[src/rtl/leftshift_seq_pkg.sv]
// Shared definitions for the multi-cycle left shifter/rotator:
// FSM state encodings and default operand geometry.
package leftshift_seq_pkg;

    localparam int WIDTH_DEF = 32;
    localparam int SHW_DEF   = 5;

    typedef enum logic [1:0] {
        ST_IDLE  = 2'd0,
        ST_SHIFT = 2'd1,
        ST_DONE  = 2'd2
    } state_t;

endpackage

[src/rtl/leftshift_seq_leftshiftn.sv]
// Combinational left shift (zero fill) or left rotate by a fixed amount N;
// the left-direction mirror of rightshiftn.
module leftshiftn #(
    parameter int WIDTH = 32,
    parameter int N     = 1
) (
    input  logic [WIDTH-1:0] a,
    input  logic             rot,
    output logic [WIDTH-1:0] out
);

    // Rotate refills the low bits with the bits pushed off the top.
    always_comb begin
        if (rot) begin
            out = {a[WIDTH-1-N:0], a[WIDTH-1:WIDTH-N]};
        end else begin
            out = {a[WIDTH-1-N:0], {N{1'b0}}};
        end
    end

endmodule

[src/rtl/leftshift_seq.sv]
// Multi-cycle left shifter/rotator: one power-of-two stage per clock,
// shamt consumed LSB first, fixed latency regardless of shift amount.
module leftshift_seq
    import leftshift_seq_pkg::*;
#(
    parameter int WIDTH = WIDTH_DEF,
    parameter int SHW   = SHW_DEF
) (
    input  logic             clk,
    input  logic             rst_n,
    input  logic             start,
    input  logic [WIDTH-1:0] a,
    input  logic [SHW-1:0]   shamt,
    input  logic             rot,
    output logic             busy,
    output logic             done,
    output logic [WIDTH-1:0] out
);

    localparam int            KW     = (SHW > 1) ? $clog2(SHW) : 1;
    localparam logic [KW-1:0] K_LAST = KW'(SHW - 1);

    state_t           state;
    state_t           state_next;
    logic [WIDTH-1:0] acc;
    logic [SHW-1:0]   sh;
    logic             r;
    logic [KW-1:0]    k;
    logic [WIDTH-1:0] stage_out [SHW];
    logic [WIDTH-1:0] stage_sel;

    for (genvar i = 0; i < SHW; i++) begin : g_stage
        leftshiftn #(.WIDTH(WIDTH), .N(1 << i)) u_stage (
            .a   (acc),
            .rot (r),
            .out (stage_out[i])
        );
    end

    // Pick the stage for the current step; a clear shamt bit passes acc through.
    always_comb begin
        if (sh[k]) begin
            stage_sel = stage_out[k];
        end else begin
            stage_sel = acc;
        end
    end

    // State register.
    always_ff @(posedge clk or negedge rst_n) begin
        if (!rst_n) begin
            state <= ST_IDLE;
        end else begin
            state <= state_next;
        end
    end

    // Next-state logic; DONE accepts a new start without a bubble.
    always_comb begin
        state_next = state;
        case (state)
            ST_IDLE: begin
                if (start) begin
                    state_next = ST_SHIFT;
                end else begin
                    state_next = ST_IDLE;
                end
            end
            ST_SHIFT: begin
                if (k == K_LAST) begin
                    state_next = ST_DONE;
                end else begin
                    state_next = ST_SHIFT;
                end
            end
            ST_DONE: begin
                if (start) begin
                    state_next = ST_SHIFT;
                end else begin
                    state_next = ST_IDLE;
                end
            end
            default: state_next = ST_IDLE;
        endcase
    end

    // Operand capture, per-step accumulation and final result register.
    always_ff @(posedge clk or negedge rst_n) begin
        if (!rst_n) begin
            acc <= {WIDTH{1'b0}};
            sh  <= {SHW{1'b0}};
            r   <= 1'b0;
            k   <= {KW{1'b0}};
            out <= {WIDTH{1'b0}};
        end else begin
            case (state)
                ST_IDLE, ST_DONE: begin
                    if (start) begin
                        acc <= a;
                        sh  <= shamt;
                        r   <= rot;
                        k   <= {KW{1'b0}};
                    end
                end
                ST_SHIFT: begin
                    acc <= stage_sel;
                    k   <= k + KW'(1);
                    if (k == K_LAST) begin
                        out <= stage_sel;
                    end
                end
                default: begin
                    k <= {KW{1'b0}};
                end
            endcase
        end
    end

    assign busy = (state == ST_SHIFT);
    assign done = (state == ST_DONE);

endmodule

[config.mk]
export PLATFORM = sky130hd
export DESIGN_NAME = leftshift_seq
export DESIGN_NICKNAME = d
export VERILOG_FILES = /design/src/rtl/leftshift_seq_pkg.sv /design/src/rtl/leftshift_seq_leftshiftn.sv /design/src/rtl/leftshift_seq.sv
export SDC_FILE = /design/constraint.sdc
export NUM_CORES = 1
export LEC_CHECK = 0
export BUFFER_PORTS_ARGS = -buffer_cell sky130_fd_sc_hd__buf_2
export CAP_MARGIN = 10
export CORE_ASPECT_RATIO = 0.8
export CORE_MARGIN = 2
export CORE_UTILIZATION = 45
export DETAILED_ROUTE_END_ITERATION = 7
export GPL_TIMING_DRIVEN = 0
export PLACE_DENSITY = 0.7
export SLEW_MARGIN = 20
export SYNTH_ARGS = -nofsm -noshare
export SYNTH_HDL_FRONTEND = slang
export SYNTH_HIERARCHICAL = 1
export SYNTH_SLANG_ARGS = --single-unit
[constraint.sdc]
create_clock -name clk -period 3.2 [get_ports clk]
set_clock_uncertainty 0.2 [all_clocks]
set_input_delay 0.32 -clock clk [delete_from_list [all_inputs] [get_ports clk]]
set_output_delay 0.32 -clock clk [all_outputs]
set_load 0.01 [all_outputs]
==> impl_metrics.yaml <==
run_status:
  outcome: "complete, no violations"
power:
  power_frac_seq_pct: 26.1
  p_leak_uw: 0.00318
  p_comb_share_pct: 61.5
  clkPwrFrac_pct: 12.4
  max-vdd-ir-drop_uv: 445
  power.internal_uw: 4610
  power_per_cell_area_nw_per_um2: 1220
  p_sw_share_pct: 45.8
  p_switching_uw: 3910
clock_tree:
  clock_latency_ns: 0.36
  root_buffer: "clkbuf_16"
  clk_pin_slew_ns: 0.07
  clock-sinks: 75
  cts_setup_buffers: 0
  cts_max_path_buffers: 2
  cts_tree: "yes"
  numCtsBuffers: 9
  h-tree-depth: 3
timing:
  hold_viol_final: 0
  max_slew_margin_pct: 50.1
  slew_viol_final: 0
  timing.final.crit_share_pct: 94.2
  setup_ws_ns: 0.187
  fmax_mhz: 332
  fin_crit_ns: 3.01
  rsz0062_at_grt: "no"
  finalSetupViolCount: 0
  tightest_slew_ns: 0.749
  hold_slack_ns: 0.000550
floorplan:
  ioPinCount: 75
  die_x_um: 132
  rows: 37
  chipHeight_um: 107
  die_area_um2: 14100
  start_util_pct: 46.1
  coreArea_um2: 12900
critical_path:
  required_ns: 3.22
  endpoint: "out[29]$_DFFE_PN0P_"
  crit-reg2reg-launch: "k[0]$_DFFE_PN0P_"
  cp.arrival_ns: 3.03
  startpoint: "k[0]$_DFFE_PN0P_"
  crit_fanout: 10
  cp-end-kind: "register"
  r2r_slack_ns: 0.19
  start_kind: "register"
  timing.rr.end: "out[29]$_DFFE_PN0P_"
  reg2reg_depth: 9
  path_class: "register to register"
final_layout:
  finish.utilization_pct: 54.1
  drive_gt1_share_pct: 35.1
  area_growth_pct: 17.4
  num_antenna_cells: 0
  nNetsFinal: 808
synth:
  synth-main-ff-cell: "dfrtp_1"
  synthArstFlopShare_pct: 100
  synth_cell_types: 44
  synthesis.nets: 711
  synth_top_area_share_pct: 31.7
  syn_avg_cell_area_um2: 8.87
  synth_edf_count: 0
  synth_most_common_cell: "buf_4"
  ys_ff_latch: 75
  ys_seq_area_share_pct: 31.7
  synthTopCellsByArea: "dfrtp_1 (32%), buf_4 (17%), mux2i_1 (10%)"
  ys_warn_count: 6
  syn-cell-area_um2: 5930
  synthCells: 668
  synthTopCellsByCount: "buf_4 (131), o21ai_0 (96), dfrtp_1 (75), mux2i_1 (62), nand2_1 (46)"
  yosys.area.top_type: "dfrtp_1"
flow_run:
  drv_cap: 0
global_routing:
  grt_max_degree: 41
  grt_usage_pct: 29.3
  grt.overflow.total: 0
  grt_pass1_wl_um: 31100
  antenna_found_initial: 0
  first_global_vias: 5420
route:
  drcViolationCount: 0
  vias: 5415
  firstDrtPassIters: 5
  avgViaCountPerCell: 5.73
  wirelength_um: 20100
  postRouteAntennaNets: 0
  wire_per_inst_um: 21.3
  first_iter_violations: 520
place:
  place_hpwl_um: 14700
  gp_congestion: 0.980
  pre_cts_ws_ns: -0.0890
  io_buffers: 74
hold_path:
  whs_path_depth: 3
  hp-class: "input port to register"
repair_timing:
item | in CTS | in global routing
hold buffers | 12 | 0
resized for setup | 0 | 3
gates cloned | 0 | 0
endpoints found under the setup margin | 10 | 17
hold endpoints to repair | 46 | 0
metal layers:
layer	vias to the layer above	track usage (%)	routed length (µm)
met1	2659	39.9	9150
li1	2469	-	-
met4	0	10.3	539
met5	-	0	0
met3	41	8.04	1590
met2	246	45.1	8840
layout by cell type, fill, tap and decap left out, types with 3 or more instances in the layout:
cell / n
buf_4: 132
o21ai_0: 96
buf_2: 84
dfrtp_1: 75
mux2i_1: 62
nand2_1: 46
o211ai_1: 38
clkbuf_1: 32
o2bb2ai_1: 29
a22oi_1: 29
and2_1: 19
inv_1: 17
nor2_1: 16
and2_2: 12
dlygate4sd3_1: 12
a221oi_2: 10
clkbuf_16: 9
nor2b_1: 4
buf_6: 4
nand2b_1: 3
worst max-delay path, stage by stage, from the launching register on:
cell      delay (ns)
dfrtp_1         0.38
buf_6           0.16
buf_4           0.21
buf_2           0.31
inv_1           0.11
ha_1            0.26
nand4_1         0.16
clkbuf_1        0.46
clkbuf_1        0.43
o21ai_0         0.18
power groups by stage:
stage | registers [µW] | clock network [µW] | logic (µW)
4_1_cts | 2190 | 1060 | 5180
3_3_place_gp | 2190 | 0 | 5010
3_5_place_dp | 2200 | 0 | 5150
5_1_grt | 2270 | 1110 | 5670
2_1_floorplan | 1940 | 0 | 3810
6_report | 2220 | 1060 | 5240
final cells by class:
type / count / area (µm²)
multi-input combinational: 394 / 2770
inverter: 18 / 67.6
timing repair buffer: 87 / 513
buffer: 180 / 1220
tap: 175 / 219
sequential: 75 / 1880
clock inverter: 6 / 72.6
fill: 1229 / 5910
clock buffer: 10 / 229
cell families (layout without fill, tap and decap cells):
group	Yosys count	in the layout	share of synthesized area [%]
buf+inv	199	301	21.7
mux	65	65	11.2
simple gates	108	108	9.25
compound gates	219	219	25.8
fa+ha+maj	2	2	0.422
flops	75	75	31.7
worst min path at each step:
stage	startpoint	slack [ns]	endpoint
after floorplan	rst_n	-0.18	acc[0]$_DFFE_PN0P_
after global routing	a[20]	0.004	acc[20]$_DFFE_PN0P_
after CTS	a[23]	0.0006	acc[23]$_DFFE_PN0P_
after detailed placement	rst_n	0.12	sh[0]$_DFFE_PN0P_
after global placement	sh[3]$_DFFE_PN0P_	0.26	sh[3]$_DFFE_PN0P_
final	a[17]	0.0005	acc[17]$_DFFE_PN0P_
registers in the layout (all words and copies together), names as in the netlist:
name / flops
state: 2
k: 3
acc: 32
out: 32
r: 1
sh: 5
per-stage QoR:
stage	cells	total power, µW	cell area, µm²	TNS, ns
floorplan	668	5750	5930	0
global placement	917	7190	6520	-0.420
detailed placement	918	7350	6540	-0.691
CTS	945	8440	6960	0
global route	945	9050	6960	0
finish	945	8520	6960	0
No activity file was read; power rests on OpenSTA's default activity.
